==> src/rtl/ql_io_deserializer.sv <==
// ql_io_deserializer: serial-to-parallel capture behind the IOFF, with valid/ready output,
// bitslip alignment and a sticky overflow flag.
module ql_io_deserializer #(
    parameter int WIDTH     = 4,
    parameter bit MSB_FIRST = 1'b0
) (
    input  logic             CK,
    input  logic             R,
    input  logic             D,
    input  logic             EN,
    input  logic             BITSLIP,
    output logic [WIDTH-1:0] Q,
    output logic             Q_VALID,
    input  logic             Q_READY,
    output logic             OVERFLOW,
    input  logic             CLR_OVF,
    output logic             SLIP_BUSY
);
    localparam int CW = $clog2(WIDTH);

    typedef enum logic [1:0] {IDLE, SLIP, LOCK} state_t;

    state_t           state_q, state_d;
    logic [WIDTH-2:0] sr_q, sr_d;
    logic [CW-1:0]    cnt_q, cnt_d;
    logic [WIDTH-1:0] q_q, q_d, word_lsb, word;
    logic             valid_q, valid_d, ovf_q, ovf_d, bs_q;
    logic             slip, done, load;

    always_comb begin
        slip     = EN && state_q == SLIP;
        // A slip edge never completes a word: holding CNT pushes the boundary back one bit.
        done     = EN && !slip && cnt_q == CW'(WIDTH - 1);
        word_lsb = {D, sr_q};
        for (int i = 0; i < WIDTH; i++)
            word[i] = MSB_FIRST ? word_lsb[WIDTH-1-i] : word_lsb[i];
        load     = done && (!valid_q || Q_READY);
        sr_d     = EN ? word_lsb[WIDTH-1:1] : sr_q;
        cnt_d    = (!EN || slip) ? cnt_q : done ? '0 : cnt_q + 1'b1;
        q_d      = load ? word : q_q;
        valid_d  = load || (valid_q && !Q_READY);
        ovf_d    = (done && !load) || (ovf_q && !CLR_OVF);
        state_d  = state_q;
        case (state_q)
            IDLE:    state_d = (BITSLIP && !bs_q) ? SLIP : IDLE;
            SLIP:    state_d = EN ? LOCK : SLIP;
            LOCK:    state_d = done ? IDLE : LOCK;
            default: state_d = IDLE;
        endcase
    end

    always_ff @(posedge CK or posedge R) begin
        if (R) begin
            state_q <= IDLE;
            sr_q    <= '0;
            cnt_q   <= '0;
            q_q     <= '0;
            valid_q <= 1'b0;
            ovf_q   <= 1'b0;
            bs_q    <= 1'b0;
        end else begin
            state_q <= state_d;
            sr_q    <= sr_d;
            cnt_q   <= cnt_d;
            q_q     <= q_d;
            valid_q <= valid_d;
            ovf_q   <= ovf_d;
            bs_q    <= BITSLIP;
        end
    end

    assign Q         = q_q;
    assign Q_VALID   = valid_q;
    assign OVERFLOW  = ovf_q;
    assign SLIP_BUSY = state_q != IDLE;
endmodule

==> config.mk <==
export PLATFORM = sky130hd
export DESIGN_NAME = ql_io_deserializer
export DESIGN_NICKNAME = d
export VERILOG_FILES = /design/src/rtl/ql_io_deserializer.sv
export SDC_FILE = /design/constraint.sdc
export NUM_CORES = 1
export LEC_CHECK = 0
export BUFFER_PORTS_ARGS = -buffer_cell sky130_fd_sc_hd__buf_2
export CELL_PAD_IN_SITES_DETAIL_PLACEMENT = 0
export CELL_PAD_IN_SITES_GLOBAL_PLACEMENT = 1
export CORE_UTILIZATION = 42
export DETAILED_ROUTE_END_ITERATION = 6
export PLACE_DENSITY_LB_ADDON = 0.1
export SLEW_MARGIN = 5
export SYNTH_ARGS = -nofsm -noshare
export SYNTH_HDL_FRONTEND = slang
export SYNTH_SLANG_ARGS = --single-unit
==> constraint.sdc <==
create_clock -name CK -period 2 [get_ports CK]
set_input_delay 0.5 -clock CK [delete_from_list [all_inputs] [get_ports CK]]
set_output_delay 0.5 -clock CK [all_outputs]
set_load 0.03 [all_outputs]
# --- After elaboration in Yosys (flattened, before gate mapping) ---
# Index checks and enable logic that the tools add are counted.
classes:
  addsub: 1
  multipliers: 0
  div_mod_pow: 0
  n_lt_le_gt_ge: 0
  n_eq_ne: 3
  shift: 0
  mux: 5
  bitwise_logic: 0
  reduce_logical: 21
ops:
  columns: ["cell", "count"]
  rows:
  - ["1-bit logical AND", 8]
  - ["1-bit zero test", 7]
  - ["2-bit two-way mux", 3]
  - ["2-bit one-hot mux with 3 select lines", 1]
  - ["2-bit == test (second input constant)", 2]
  - ["1-bit logical OR", 4]
  - ["2-bit by 1-bit adder with 2-bit output (second input constant)", 1]
  - ["2-bit by 1-bit == test with 1-bit output (second input constant)", 1]
  - ["2-bit zero test", 1]
  - ["2-bit nonzero test", 1]
  - ["1-bit two-way mux", 1]
totals:
  register_bits: 14
  latch_bits: 0
  ram_bits: 0
  romBits: 0
  input_bits: 7
  out_inout_bits: 7
  wordCells: 37
  n_memories: 0

# --- Longest topological paths before layout ---
logic_depth:
  depth_word: 9
  depth_mapped: 4
  depth_no_buf: 4

# --- Worst setup path before layout ---
# No wires, ideal clock.
synth_path:
  path_type: "in2reg"
  start: "input EN"
  end: "register q_q[0], in the netlist Q[0]"
  setup_ps: 125
  t_arrival_ps: 1259
  required_ps: 1875
  setup_slack_ps: 616
  path_stages: 4
  n_path_buf: 1
  cell_sequence: "buf_6 -> nand2_2 -> and3b_4 -> mux2_4"
synth_between:
  elab_chain_cells: 5
synth_rtl:
  columns: ["element", "line_no", "source"]
  rows:
  - ["start: declaration", "10", "input logic EN,"]
  - ["1-bit logical AND", "31", "slip = EN && state_q == SLIP;"]
  - ["1-bit zero test", "33", "done = EN && !slip && cnt_q == CW'(WIDTH - 1);"]
  - ["1-bit logical AND (*) (2 in series)", "33", null]
  - ["1-bit logical AND (*)", "37", "load = done && (!valid_q || Q_READY);"]
  - ["end signal: assignment", "65", "q_q <= q_d;"]
  - ["end: declaration", "26", "logic [WIDTH-1:0] q_q, q_d, word_lsb, word;"]
# Mark *: on every way between the ends. The rest lies on a longest branch, timed or not.
# A chain may end at the register's enable or synchronous reset.

# --- Worst setup path in the final report ---
layout_path:
  start: "register state_q[1]"
  end: "output SLIP_BUSY"
layout_between:
  elab_chain_cells: 1
layout_rtl:
  columns: ["element", "line_no", "source"]
  rows:
  - ["start: declaration", "23", "state_t state_q, state_d;"]
  - ["start signal: assignment", "62", "state_q <= state_d;"]
  - ["2-bit nonzero test", "75", "assign SLIP_BUSY = state_q != IDLE;"]
  - ["end: declaration", "17", "output logic SLIP_BUSY"]
# Every way passes these cells.

==> out/results.txt <==
Distinct cells, synth = 17
nets = 68
worst vdd ir = 0.879 mV
H-tree Lvls = 1
Pint = 648 uW
final period utilization = 0.825
Seq/Total Area, Yosys = 0.594
Syn Nets = 51
Hold Buf Count CTS = 0
Final Util = 0.526
die width = 39.5 um
routed vias/inst = 4.88
Clock Power Share = 0.147
Detail Route Antenna Nets = 0
RePlAce Congestion = 0.711
top cells by area, synth = dfrtp_1, mux2_4, mux2_2
Pwr per Cell Area = 1500 nW/um2
unrepaired setup endpoints after global routing = false
Post-CTS Resized = 0
Ports = 14
met2 Use GR = 0.205
Sw Share = 0.369
Post-synth EDFFs = 0
CP max FO = 4
WL final = 917 um
Post-Place Setup Slack = 0.493 ns
DRC Markers = 0
layout cells sized above 1 = 0.483
initial antenna violation count = 0
synthesized area = 589 um2
FF+latch count, synth = 14
Iter 0 DRT Violations = 5
Overflow after GRT = 0
Max-Cap Viols = 0
Critical Path Start Type = register
clock tree sinks = 14
DR pass1 iterations = 4
vias = 356
Comb pwr share = 0.422
Fillers = 129
top-count cell post-synth = dfrtp_1
status = complete, no violations
first-pass GRT wire length = 1.34 mm
Core Box Area = 1300 um2
input/output buffers = 13
Yosys Warn Count = 0
Initial Utilization = 0.453
Worst-Margin Slew = 0.497 ns
min Tclk post-route = 1.65 ns
commonest cells in the netlist = dfrtp_1, mux2_2, mux2_4
row count = 13
GRT Total Usage = 0.140
fmax = 0.606 GHz
leading area contributor after synthesis = dfrtp_1
critical path data arrival time = 1.15 ns
Fin Clk Skew = 0.000373 ns
ant diodes = 0
post-synth top area share = 0.594
Area Overhead vs Synth = 16.1%
largest net degree at the start of global routing = 15
Final Hold Vio Count = 0
pins over their slew limit = 0
Root Driver = clkbuf_4
worst setup margin = 0.351 ns
GR Util met3 = 0.0341
Crit Path Category = register to output pin
met1 GRT Util = 0.177
total setup buffers inserted after CTS = 0
clock buffer depth = 2
CTS tree = built
CTS Buf Count = 3
leakage = 0.000344 uW
ys flop type = dfrtp_1
busiest metal layer after global routing = met2
P_sw = 379 uW
Slew HR = 0.668
syn avg cell area = 13.7 um2
Worst-path clk slew = 0.07 ns
Critical Path End Type = output pin
asr flop ratio synth = 1.00
full die area = 1560 um2
cell count after synthesis = 43
HP Class = primary input to async pin
die height = 39.5 um
Setup violations, final = 0
vias in the first global route = 320
Clk Latency, worst-skew pair = 0.27 ns
wire per inst = 12.6 um
Crit path required time = 1.50 ns
sequential power share = 0.431
Total Neg Setup Slack = 0 ns
-- layout make-up --
cell class	count	area [um2]	share of cell area
Timing Repair Buffer	13	65.1	0.0951
Clock buffer	3	22.5	0.0329
Multi-Input combinational cell	25	216	0.316
Sequential cell	14	350	0.512
Tap cell	15	18.8	0.0274
Inverter	3	11.3	0.0165
-- layout by cell type, fill, tap and decap left out --
cell type / synthesis / final
nand2_1: 2 / 2
nand3b_1: 1 / 1
buf_2: 0 / 13
or2_2: 1 / 1
mux2_4: 4 / 4
clkbuf_4: 0 / 3
and3b_4: 1 / 1
mux2_2: 5 / 5
dfrtp_1: 14 / 14
a22oi_1: 1 / 1
nand2b_1: 2 / 2
nor2_1: 3 / 3
inv_1: 3 / 3
nand2_2: 1 / 1
o21ai_0: 1 / 1
o22ai_1: 1 / 1
ha_1: 1 / 1
nand3_1: 1 / 1
-- metal layers --
metal  vias up  part of all wire
li1        174                 -
met1       162              0.43
met2        17              0.46
met5         -                 0
met3         3             0.074
met4         0             0.029
-- worst max-delay path, cell delays in order (launching register included) --
cell     delay [ns]
dfrtp_1        0.41
or2_2          0.29
buf_2          0.18
-- state kept, by name (all words and copies together), names as in the netlist --
| signal | count |
|---|---|
| Q | 4 |
| sr_q | 3 |
| cnt_q | 2 |
| state_q | 2 |
| OVERFLOW | 1 |
| Q_VALID | 1 |
| bs_q | 1 |
-- power by group through the flow --
stage / Combinational [uW] / Clock, uW / Sequential, uW
2_1_floorplan: 239 / 0 / 540
3_5_place_dp: 438 / 0 / 448
6_report: 433 / 151 / 443
3_3_place_gp: 430 / 0 / 443
5_1_grt: 472 / 161 / 456
4_1_cts: 439 / 156 / 444
-- worst paths after layout --
check	start	slack, ns	cells past startpoint	to
max reg2reg	cnt_q[0]	0.58	4	Q[2]
min	R	0.24	2	Q[1]
max	state_q[1]	0.35	2	SLIP_BUSY
min reg2reg	state_q[1]	0.48	1	state_q[0]
min in group CK	BITSLIP	0.35	1	bs_q
max in group asynchronous	R	1.43	2	cnt_q[0]
-- cell families (layout without fill, tap and decap cells) --
group | count (synthesis) | count (layout) | synth area share
AO/OA/AOI/OAI | 3 | 3 | 0.0319
AND/OR/NAND/NOR | 12 | 12 | 0.117
multiplexers | 9 | 9 | 0.197
flip-flops | 14 | 14 | 0.594
adder cells (fa/ha/maj) | 1 | 1 | 0.0212
buffers and inverters | 4 | 19 | 0.0382
-- per-stage QoR --
step	hold WS, ns	cells	total power, uW	instance area, um2
3_5_place_dp	0.478	70	886	662
2_1_floorplan	0.389	43	779	589
4_1_cts	0.250	73	1040	684
3_3_place_gp	0.461	70	873	662
5_1_grt	0.291	73	1090	684
6_report	0.235	73	1030	684
Power figures use the tool's default switching activity.
